[config.mk]
export PLATFORM = sky130hd
export DESIGN_NAME = lsu_dmem_if_flat
export DESIGN_NICKNAME = d
export VERILOG_FILES = /design/src/rtl/lsu_dmem_if_if.sv /design/src/rtl/lsu_dmem_if.sv /design/src/flat_wrapper.sv
export SDC_FILE = /design/constraint.sdc
export NUM_CORES = 1
export LEC_CHECK = 0
export CORE_MARGIN = 2
export CORE_UTILIZATION = 43
export DETAILED_ROUTE_END_ITERATION = 16
export HOLD_SLACK_MARGIN = 0.15
export PLACE_DENSITY = 0.87
export SYNTH_ARGS = -nofsm -noshare
export SYNTH_HDL_FRONTEND = slang
export SYNTH_SLANG_ARGS = --single-unit
[constraint.sdc]
create_clock -name i_clk -period 9.7 [get_ports i_clk]
set_input_delay 1.94 -clock i_clk [delete_from_list [all_inputs] [get_ports i_clk]]
set_output_delay 1.94 -clock i_clk [all_outputs]
set_load 0.01 [all_outputs]
[src/rtl/lsu_dmem_if_if.sv]
// Request/response channel between the core memory stage and the LSU, plus the
// LSU's connection to RAM port b. Signal names are as seen from the LSU.
// slave modport: the LSU. master modport: core and RAM side.
`timescale 1ns/1ps
interface lsu_dmem_if_if #(
  parameter int MEM_ADDR_WIDTH = 12
) ();
  logic                      i_req_valid;
  logic                      o_req_ready;
  logic                      i_req_we;
  logic [31:0]               i_req_addr;
  logic [1:0]                i_req_size;
  logic                      i_req_unsigned;
  logic [31:0]               i_req_wdata;
  logic                      o_rsp_valid;
  logic                      i_rsp_ready;
  logic [31:0]               o_rsp_rdata;
  logic                      o_rsp_err;
  logic [MEM_ADDR_WIDTH-1:0] o_mem_addr;
  logic                      o_mem_we;
  logic [1:0]                o_mem_size;
  logic [31:0]               o_mem_din;
  logic [31:0]               i_mem_dout;

  modport slave (
    input  i_req_valid, i_req_we, i_req_addr, i_req_size, i_req_unsigned,
           i_req_wdata, i_rsp_ready, i_mem_dout,
    output o_req_ready, o_rsp_valid, o_rsp_rdata, o_rsp_err,
           o_mem_addr, o_mem_we, o_mem_size, o_mem_din
  );

  modport master (
    output i_req_valid, i_req_we, i_req_addr, i_req_size, i_req_unsigned,
           i_req_wdata, i_rsp_ready, i_mem_dout,
    input  o_req_ready, o_rsp_valid, o_rsp_rdata, o_rsp_err,
           o_mem_addr, o_mem_we, o_mem_size, o_mem_din
  );
endinterface

[src/rtl/lsu_dmem_if.sv]
// Load/store unit in front of RAM port b. One transaction in flight; stores and
// faults respond the cycle after accept, loads two cycles after accept (RAM has a
// registered read). Load data is sign/zero-extended per the request.
// Optional build macro MISALIGN_TRAP_EN: misaligned half/word accesses fault
// instead of being passed to the RAM.
`timescale 1ns/1ps
module lsu_dmem_if #(
  parameter int MEM_DEPTH      = 4096,
  parameter int MEM_ADDR_WIDTH = 12
) (
  input logic            i_clk,
  input logic            i_rst_n,
  lsu_dmem_if_if.slave   bus
);

  typedef enum logic [1:0] {
    IDLE   = 2'd0,
    RDWAIT = 2'd1,
    RESP   = 2'd2
  } state_t;

  state_t                    state_q, state_d;
  logic                      req_ready;
  logic                      accept;
  logic                      fault;
  logic                      accept_to_resp;

  logic [MEM_ADDR_WIDTH-1:0] req_addr_p0;
  logic [1:0]                req_size_p0;
  logic [31:0]               req_din_p0;
  logic                      req_uns_p0;

  logic [31:0]               rsp_rdata_p1;
  logic                      rsp_err_p1;

  // Address of the last byte touched; 33 bits so requests near 0xFFFFFFFF
  // cannot wrap back into range.
  function automatic logic [32:0] last_byte(input logic [31:0] a, input logic [1:0] sz);
    logic [1:0] off;
    case (sz)
      2'b00:   off = 2'd0;
      2'b01:   off = 2'd1;
      default: off = 2'd3;
    endcase
    return {1'b0, a} + {31'd0, off};
  endfunction

  // Extend raw RAM data to 32 bits according to the access size.
  function automatic logic [31:0] load_ext(input logic [31:0] d, input logic [1:0] sz,
                                           input logic uns);
    logic sgn;
    case (sz)
      2'b00: begin
        sgn = ~uns & d[7];
        return {{24{sgn}}, d[7:0]};
      end
      2'b01: begin
        sgn = ~uns & d[15];
        return {{16{sgn}}, d[15:0]};
      end
      default: return d;
    endcase
  endfunction

  // Access fault classification of the incoming request.
  always_comb begin
    fault = (bus.i_req_size == 2'b11) |
            (last_byte(bus.i_req_addr, bus.i_req_size) >= 33'(MEM_DEPTH));
`ifdef MISALIGN_TRAP_EN
    if ((bus.i_req_size == 2'b01) && bus.i_req_addr[0])
      fault = 1'b1;
    if ((bus.i_req_size == 2'b10) && (bus.i_req_addr[1:0] != 2'b00))
      fault = 1'b1;
`endif
  end

  assign req_ready      = (state_q == IDLE) | ((state_q == RESP) & bus.i_rsp_ready);
  assign accept         = bus.i_req_valid & req_ready;
  assign accept_to_resp = fault | bus.i_req_we;

  assign bus.o_req_ready = req_ready;
  assign bus.o_mem_we    = accept & bus.i_req_we & ~fault & i_rst_n;
  assign bus.o_mem_addr  = accept ? bus.i_req_addr[MEM_ADDR_WIDTH-1:0] : req_addr_p0;
  assign bus.o_mem_size  = accept ? bus.i_req_size  : req_size_p0;
  assign bus.o_mem_din   = accept ? bus.i_req_wdata : req_din_p0;

  assign bus.o_rsp_valid = (state_q == RESP);
  assign bus.o_rsp_rdata = rsp_rdata_p1;
  assign bus.o_rsp_err   = rsp_err_p1;

  // Next-state selection; a handoff cycle in RESP can start the next request.
  always_comb begin
    state_d = state_q;
    unique case (state_q)
      IDLE: begin
        if (accept)
          state_d = accept_to_resp ? RESP : RDWAIT;
      end
      RDWAIT: state_d = RESP;
      RESP: begin
        if (bus.i_rsp_ready)
          state_d = accept ? (accept_to_resp ? RESP : RDWAIT) : IDLE;
      end
      default: state_d = IDLE;
    endcase
  end

  // State register.
  always_ff @(posedge i_clk or negedge i_rst_n) begin
    if (!i_rst_n) state_q <= IDLE;
    else          state_q <= state_d;
  end

  // --- stage p0: request captured at accept, keeps port b stable afterwards ---
  always_ff @(posedge i_clk) begin
    if (accept) begin
      req_addr_p0 <= bus.i_req_addr[MEM_ADDR_WIDTH-1:0];
      req_size_p0 <= bus.i_req_size;
      req_din_p0  <= bus.i_req_wdata;
      req_uns_p0  <= bus.i_req_unsigned;
    end
  end

  // --- stage p1: response data, held until the core takes it ---
  always_ff @(posedge i_clk or negedge i_rst_n) begin
    if (!i_rst_n) begin
      rsp_rdata_p1 <= 32'd0;
      rsp_err_p1   <= 1'b0;
    end else if (accept) begin
      rsp_rdata_p1 <= 32'd0;
      rsp_err_p1   <= fault;
    end else if (state_q == RDWAIT) begin
      rsp_rdata_p1 <= load_ext(bus.i_mem_dout, req_size_p0, req_uns_p0);
      rsp_err_p1   <= 1'b0;
    end
  end

endmodule

[src/flat_wrapper.sv]
// flat-port wrapper written by rule: the top's interface ports become plain ports
module lsu_dmem_if_flat 
#(
  parameter int MEM_DEPTH      = 4096,
  parameter int MEM_ADDR_WIDTH = 12
)
  (i_clk, i_rst_n, bus_i_req_valid, bus_i_req_we, bus_i_req_addr, bus_i_req_size, bus_i_req_unsigned, bus_i_req_wdata, bus_i_rsp_ready, bus_i_mem_dout, bus_o_req_ready, bus_o_rsp_valid, bus_o_rsp_rdata, bus_o_rsp_err, bus_o_mem_addr, bus_o_mem_we, bus_o_mem_size, bus_o_mem_din);
  lsu_dmem_if_if #(.MEM_ADDR_WIDTH(MEM_ADDR_WIDTH)) bus_i ();
  input logic i_clk;
  input logic i_rst_n;
  input wire logic [$bits(bus_i.i_req_valid)-1:0] bus_i_req_valid;
  input wire logic [$bits(bus_i.i_req_we)-1:0] bus_i_req_we;
  input wire logic [$bits(bus_i.i_req_addr)-1:0] bus_i_req_addr;
  input wire logic [$bits(bus_i.i_req_size)-1:0] bus_i_req_size;
  input wire logic [$bits(bus_i.i_req_unsigned)-1:0] bus_i_req_unsigned;
  input wire logic [$bits(bus_i.i_req_wdata)-1:0] bus_i_req_wdata;
  input wire logic [$bits(bus_i.i_rsp_ready)-1:0] bus_i_rsp_ready;
  input wire logic [$bits(bus_i.i_mem_dout)-1:0] bus_i_mem_dout;
  output wire logic [$bits(bus_i.o_req_ready)-1:0] bus_o_req_ready;
  output wire logic [$bits(bus_i.o_rsp_valid)-1:0] bus_o_rsp_valid;
  output wire logic [$bits(bus_i.o_rsp_rdata)-1:0] bus_o_rsp_rdata;
  output wire logic [$bits(bus_i.o_rsp_err)-1:0] bus_o_rsp_err;
  output wire logic [$bits(bus_i.o_mem_addr)-1:0] bus_o_mem_addr;
  output wire logic [$bits(bus_i.o_mem_we)-1:0] bus_o_mem_we;
  output wire logic [$bits(bus_i.o_mem_size)-1:0] bus_o_mem_size;
  output wire logic [$bits(bus_i.o_mem_din)-1:0] bus_o_mem_din;
  assign bus_i.i_req_valid = bus_i_req_valid;
  assign bus_i.i_req_we = bus_i_req_we;
  assign bus_i.i_req_addr = bus_i_req_addr;
  assign bus_i.i_req_size = bus_i_req_size;
  assign bus_i.i_req_unsigned = bus_i_req_unsigned;
  assign bus_i.i_req_wdata = bus_i_req_wdata;
  assign bus_i.i_rsp_ready = bus_i_rsp_ready;
  assign bus_i.i_mem_dout = bus_i_mem_dout;
  assign bus_o_req_ready = bus_i.o_req_ready;
  assign bus_o_rsp_valid = bus_i.o_rsp_valid;
  assign bus_o_rsp_rdata = bus_i.o_rsp_rdata;
  assign bus_o_rsp_err = bus_i.o_rsp_err;
  assign bus_o_mem_addr = bus_i.o_mem_addr;
  assign bus_o_mem_we = bus_i.o_mem_we;
  assign bus_o_mem_size = bus_i.o_mem_size;
  assign bus_o_mem_din = bus_i.o_mem_din;
  lsu_dmem_if #(.MEM_DEPTH(MEM_DEPTH), .MEM_ADDR_WIDTH(MEM_ADDR_WIDTH)) u_core (.i_clk(i_clk), .i_rst_n(i_rst_n), .bus(bus_i));
endmodule
==> summary.md <==
| Metric | Value |
|---|---|
| Antenna violations before repair | `0` |
| Fraction of layout instances using a drive strength above 1 | `5.15%` |
| Cell Pwr Density | `143 nW/um2` |
| Design Area, Final | `5680 um2` |
| Syn Inst Count | `435` |
| Worst hold stages | `2` |
| Clk_lat worst skew | `0.34 ns` |
| Register area | `1830 um2` |
| Setup TNS Final | `0 ns` |
| First-pass GRT wire length | `16.8 mm` |
| Slowest cell on the critical path | `clkdlybuf4s50_1` |
| Worst vdd ir | `0.0000817 V` |
| Hold WC Path Type | `flop to flop` |
| Reg2reg start | `u_core.state_q[1]` |
| Worst Setup Start Kind | `input port` |
| Gr ovfl total | `0` |
| Reg2reg path depth | `7` |
| WHS | `0.449 ns` |
| Die Area | `8970 um2` |
| Slew headroom | `33.4%` |
| Fin crit share | `76.3%` |
| Layout Skew | `0.0120 ns` |
| Hold Vio Cnt, Final | `0` |
| Distinct cell type count after synthesis | `43` |
| Drt total wl | `10.6 mm` |
| Clock-pin transition on the worst setup and hold timing paths | `0.09 ns` |
| Routability Congestion | `0.855` |
| GRT Total Usage | `23.7%` |
| Die width | `94.7 um` |
| PostCTS Resize Cnt | `0` |
| Crit path time final | `7.40 ns` |
| Post-route DRC | `0` |
| Asr flop ratio synth | `42.7%` |
| DP Area | `5480 um2` |
| Prevailing post-synth register cell | `dfxtp_1` |
| Crit-path max FO | `8` |
| Syn nets | `542` |
| Count of final setup violators | `0` |
| Max H-tree Level | `3` |
| Max_cap viols | `0` |
| Delay-heaviest family, CP | `simple AND/OR/NAND/NOR gates` |
| Critical Path AT | `5.46 ns` |
| Crit path cell chain | `clkdlybuf4s50_1, or2_2, ha_1, inv_1, fa_1, nand4b_1, nor4_4, a21boi_0, nor2_1, a211oi_1, and4_1, and4_1, clkdlybuf4s50_1` |
| Number of hold buffers added after cts | `0` |
| Number of clock sinks | `82` |
| #FFs+latches synth | `82` |
| Fmax | `0.135 GHz` |
| WL/cell | `14.6 um` |
| CP Data Required Time | `7.76 ns` |
| Clk buf depth | `2` |
| Detail-routed via count per cell | `5.07` |
| Hpwl dp | `8.04 mm` |
| Leak | `2.44 nW` |
| Synth-to-Final Area Change | `60.5%` |
| CTS buffer count | `9` |
| RR Endpoint | `u_core.bus.o_rsp_rdata[24]` |
| Root buf cell | `clkbuf_8` |
| Fin. max-slew vios | `0` |
| CTS tree | `done` |
| IO Port Bufs | `185` |
| Vias in the first global route | `3560` |
| Fill cell count | `658` |
| Die Y | `94.7 um` |
| Synth warn | `0` |
| Diode count | `0` |
| Std-Cell Rows | `33` |
| CP bufs+invs | `3` |
| TritonRoute pass-1 iters | `4` |
| Avg Synthesized Cell Area | `8.13 um2` |
| CP Capture Type | `primary output` |
| EDFF count, synth | `1` |
| PnR Total Power | `0.000812 W` |
| FF-to-FF setup slack | `7.35 ns` |
| Boundary pin count | `186` |
| Register area share after synthesis | `51.6%` |
| Setup bufs post-CTS | `0` |
| Drt initial violations | `138` |
| Pin count of the biggest net entering global routing | `60` |
| Crit path largest cell delay | `0.56 ns` |
| Hold_sp | `u_core.req_din_p0[4]` |
| DR vias | `3678` |
| Hold worst-path end | `u_core.req_din_p0[4]` |
| Core Footprint | `8090 um2` |
| Worst setup path class | `input port to primary output` |
| Mapped Area | `3540 um2` |
| Initial Util | `43.7%` |
| Area of the multi-input gates | `1620 um2` |
| Unrepaired setup endpoints after global routing | `no` |
| Layout Nets | `723` |
| DRT antenna net count | `0` |
| Slew of the pin with the lowest slew margin | `0.996 ns` |
| Status | `finished, final reports clean` |
layout make-up:
type	instances	share of cell area, %
repair buffers	189	33.0
clock buffers	11	2.49
multi-input cells	327	28.5
flip-flops and latches	82	32.2
well taps	105	2.31
inverters	7	0.463
clock inverters	5	1.08
kinds of logic after synthesis:
kind of cell | Yosys count | synth area share (%)
simple gates | 253 | 32.3
flops | 82 | 51.6
compound gates | 64 | 10.3
mux | 2 | 0.566
fa+ha+maj | 3 | 1.27
buf+inv | 26 | 2.76
xor+xnor | 5 | 1.24
cell usage in the layout (no fill, tap or decap), types with 3 or more instances in the layout:
master,netlist,routed
and4_1,3,3
nand4_1,4,4
nor2_1,11,11
dfxtp_1,46,46
xnor2_1,4,4
a21oi_1,20,20
nor3b_1,3,3
nand2_1,180,179
dfrtp_1,35,35
nand3_1,8,8
a211oi_1,3,3
nor3_1,6,6
or2_2,4,4
clkdlybuf4s50_1,0,184
o21ai_0,30,30
clkbuf_8,0,10
nor4_1,4,4
inv_1,6,6
nor2b_1,19,19
buf_4,0,4
routing by layer:
| layer | GRT usage (%) | up-vias | part of all wire [%] |
|---|---|---|---|
| met3 | 5.35 | 23 | 7.3 |
| li1 | - | 1798 | - |
| met2 | 41.5 | 157 | 52 |
| met1 | 28.5 | 1700 | 38 |
| met5 | 0 | - | 0 |
| met4 | 8.45 | 0 | 2.1 |
registers in the layout (all words and copies together) (netlist names):
name	cells
u_core.req_size_p0	2
u_core.state_q	2
u_core.bus.o_rsp_rdata	32
u_core.req_din_p0	32
u_core.req_uns_p0	1
u_core.req_addr_p0	12
u_core.bus.o_rsp_err	1
how the worst max path moves through the flow:
| stage | start | endpoint | depth (start not counted) |
|---|---|---|---|
| after global routing | bus_i_req_size[1] | bus_o_mem_we | 13 |
| after global placement | bus_i_req_size[1] | bus_o_mem_we | 13 |
| after floorplan | bus_i_req_size[1] | bus_o_mem_we | 11 |
| final | bus_i_req_size[1] | bus_o_mem_we | 13 |
| after detailed placement | bus_i_req_size[1] | bus_o_mem_we | 13 |
| after CTS | bus_i_req_size[1] | bus_o_mem_we | 13 |
metrics by stage:
stage / setup slack (ns) / std cells / util [%]
6_report: 2.30 / 726 / 70.2
5_1_grt: 2.05 / 726 / 70.2
4_1_cts: 2.32 / 726 / 70.2
3_5_place_dp: 2.32 / 710 / 67.7
3_3_place_gp: 2.47 / 710 / 67.7
2_1_floorplan: 3.71 / 435 / -
synth_stat cells, types with 2 or more instances:
library cell / instances / area [um2]
mux2i_1: 2 / 20.0
nand2_1: 180 / 676
o31ai_1: 2 / 15.0
a21oi_1: 20 / 100
inv_1: 6 / 22.5
nor2_1: 11 / 41.3
nand4_1: 4 / 25.0
or2_2: 4 / 25.0
a211oi_1: 3 / 22.5
xnor2_1: 4 / 35.0
nand3_1: 8 / 40.0
and4_1: 3 / 26.3
nor2b_1: 19 / 119
clkbuf_1: 18 / 67.6
nor4_1: 4 / 25.0
o21ai_0: 30 / 150
nor3_1: 6 / 30.0
ha_1: 2 / 25.0
a31oi_1: 2 / 12.5
dfxtp_1: 46 / 921
and3_1: 2 / 12.5
a311oi_1: 2 / 17.5
dfrtp_1: 35 / 876
nor3b_1: 3 / 22.5
power breakdown:
part	leakage, nW	switching (W)	internal, W
Clock	0.100	0.000125	0.000128
Sequential	0.880	0.0000104	0.000366
Combinational	1.46	0.0000807	0.000102
tightest hold or removal path, cell delays in order, from the launching register on:
cell     delay [ns]
dfxtp_1        0.31
nand2_1        0.05
nand2_1        0.05
No activity file was read; power rests on OpenSTA's default activity.
==> variant: new RTL, config.mk and constraints unchanged <==
Reset style: synchronous (`i_rst_n`), changed in 2 clocked blocks.
--- a/src/rtl/lsu_dmem_if.sv
+++ b/src/rtl/lsu_dmem_if.sv
@@ -107,5 +107,5 @@
 
   // State register.
-  always_ff @(posedge i_clk or negedge i_rst_n) begin
+  always_ff @(posedge i_clk) begin
     if (!i_rst_n) state_q <= IDLE;
     else          state_q <= state_d;
@@ -123,5 +123,5 @@
 
   // --- stage p1: response data, held until the core takes it ---
-  always_ff @(posedge i_clk or negedge i_rst_n) begin
+  always_ff @(posedge i_clk) begin
     if (!i_rst_n) begin
       rsp_rdata_p1 <= 32'd0;
Function: differs if i_rst_n is asserted again (counterexample within 4 cycles, from zero or initial values and one cycle with i_rst_n low); with i_rst_n held inactive, the same outputs for 10 cycles.
==> variant against the original RTL <==
Setup slack worse by 0.73 ns; cell area is 3.3% higher; clock power is 13% higher; via count is 12% higher; total power is 2.4% higher; sequential cell count stayed put; final cell count is 7.4% higher; maximum frequency is 9.0% lower; combinational power is 3% lower; largest power group unchanged; synthesized cell count is 14% higher; area after synthesis is 6.1% higher; first-iteration DRC count is 14% higher; wire length is 9.0% higher.
==> variant: results (changes against the original RTL) <==
.. list-table::
   :header-rows: 1

   * - Metric
     - Value
   * - First-pass GRT wire length
     - 18.94 mm (+13%)
   * - Reported clock group power
     - 0.287 mW (+13%)
   * - Sequential-to-total area share from yosys stat
     - 43.99% (-7.6 points)
   * - Amount of wire on met2 after detailed routing
     - 5.821 mm (+5.1%)
   * - Number of standard cells after synthesis
     - 496 (+14%)
   * - Top area cells in the synthesized netlist
     - sky130_fd_sc_hd__dfxtp_1 43%, sky130_fd_sc_hd__nand2_1 18%, sky130_fd_sc_hd__a21oi_1 5.1%, sky130_fd_sc_hd__o21ai_0 3.5%, sky130_fd_sc_hd__nor3_1 2.5%
   * - Met1 track demand over resource in global routing
     - 28.05% (-0.46 points)
   * - Critical path arrival
     - 6.19 ns (+0.73 ns)
   * - Clk tree area frac
     - 3.989% (+0.42 points)
   * - Count of multi-input gates
     - 379 (+16%)
   * - Critical Path Source
     - bus_i_req_size[0]
   * - Ratio of cells with drive above 1 in the final layout
     - 5.506% (+0.35 points)
   * - GP Congestion
     - 0.9127 (+6.8%)
   * - FF-to-FF End
     - u_core.bus.o_rsp_rdata[17]$_SDFFE_PP0P_
   * - Largest stage delay, worst path
     - 0.61 ns (+0.05 ns)
   * - Final Net Count
     - 774 (+7.1%)
   * - Area of placed instances
     - 5632 um2 (+2.8%)
   * - Fin Clk Skew
     - 0.01025 ns (-0.001763 ns)
   * - End of the worst hold path
     - u_core.req_din_p0[26]$_DFF_P_
   * - Number of non-clock buffers
     - 185 (-2.1%)
   * - Net count after synthesis
     - 603 (+11%)
   * - Number of distinct library cell variants in the gate-level netlist after synthesis
     - 59 (+37%)
   * - Routed metal-1 wire length
     - 4.676 mm (+15%)
   * - Via Count
     - 4111 (+12%)
   * - Maximum number of pins on one net before global-route repair
     - 55 (-8.3%)
   * - Leakage Power
     - 2.313 nW (-5.2%)
   * - Initial DRC count
     - 158 (+14%)
   * - Run status
     - finished, final reports clean
   * - Count of placed standard cells including taps
     - 764 (+7.6%)
   * - Num sequential
     - 82 (unchanged)
   * - Signal buffers share of area
     - 31.57% (-1.5 points)
   * - Reg2reg setup slack
     - 6.43 ns (-0.92 ns)
   * - Detailed route wirelength on metal3
     - 898 um (+16%)
   * - Async set or reset register ratio after synthesis
     - 0% (-43 points)
   * - Start point of the worst min-delay path
     - u_core.req_din_p0[26]$_DFF_P_
   * - Met2 Resource Use GR
     - 43.29% (+1.7 points)
   * - Via-per-instance ratio
     - 5.271 (+4.0%)
   * - Worst slew margin relative to its limit
     - 24.93% (-8.5 points)
   * - Peak VDD IR
     - 0.0001001 V (+23%)
   * - Top post-synthesis cells by count
     - 178 x sky130_fd_sc_hd__nand2_1, 81 x sky130_fd_sc_hd__dfxtp_1, 38 x sky130_fd_sc_hd__a21oi_1
   * - Maximum fanout encountered on the critical timing path
     - 9 (+1)
   * - Number of filler cells placed in the layout
     - 715 (+8.7%)
==> variant: cell count changes after synthesis, sizes merged, moves of 4 or more <==
cell and delta:
dfxtp +35, dfrtp -35, a21oi +18, nor2b -16
o211ai +4, nor2 +12, nor3 +13
==> variant: cells by family (layout without fill, tap and decap cells) <==
group | Yosys count | in the layout | synth area share (%)
AOI/OAI and AO/OA | 90 | 90 | 14.30
buffers and inverters | 35 | 211 | 4.065
muxes | 1 | 1 | 0.2666
xor gates and xnor gates | 6 | 6 | 1.400
DFF | 82 | 82 | 43.99
adders and majority gates | 3 | 3 | 1.200
and+or+nand+nor | 279 | 279 | 34.79
==> variant: per-stage QoR <==
stage | util, % | hold WS (ns) | worst slack (ns)
after CTS | 68.26 | 0.4545 | 1.615
after floorplan | - | 0.4794 | 3.070
after detailed placement | 65.54 | 0.4329 | 1.628
final | 68.26 | 0.4510 | 1.571
after global placement | 65.54 | 0.4272 | 1.799
after global routing | 68.26 | 0.4666 | 1.330
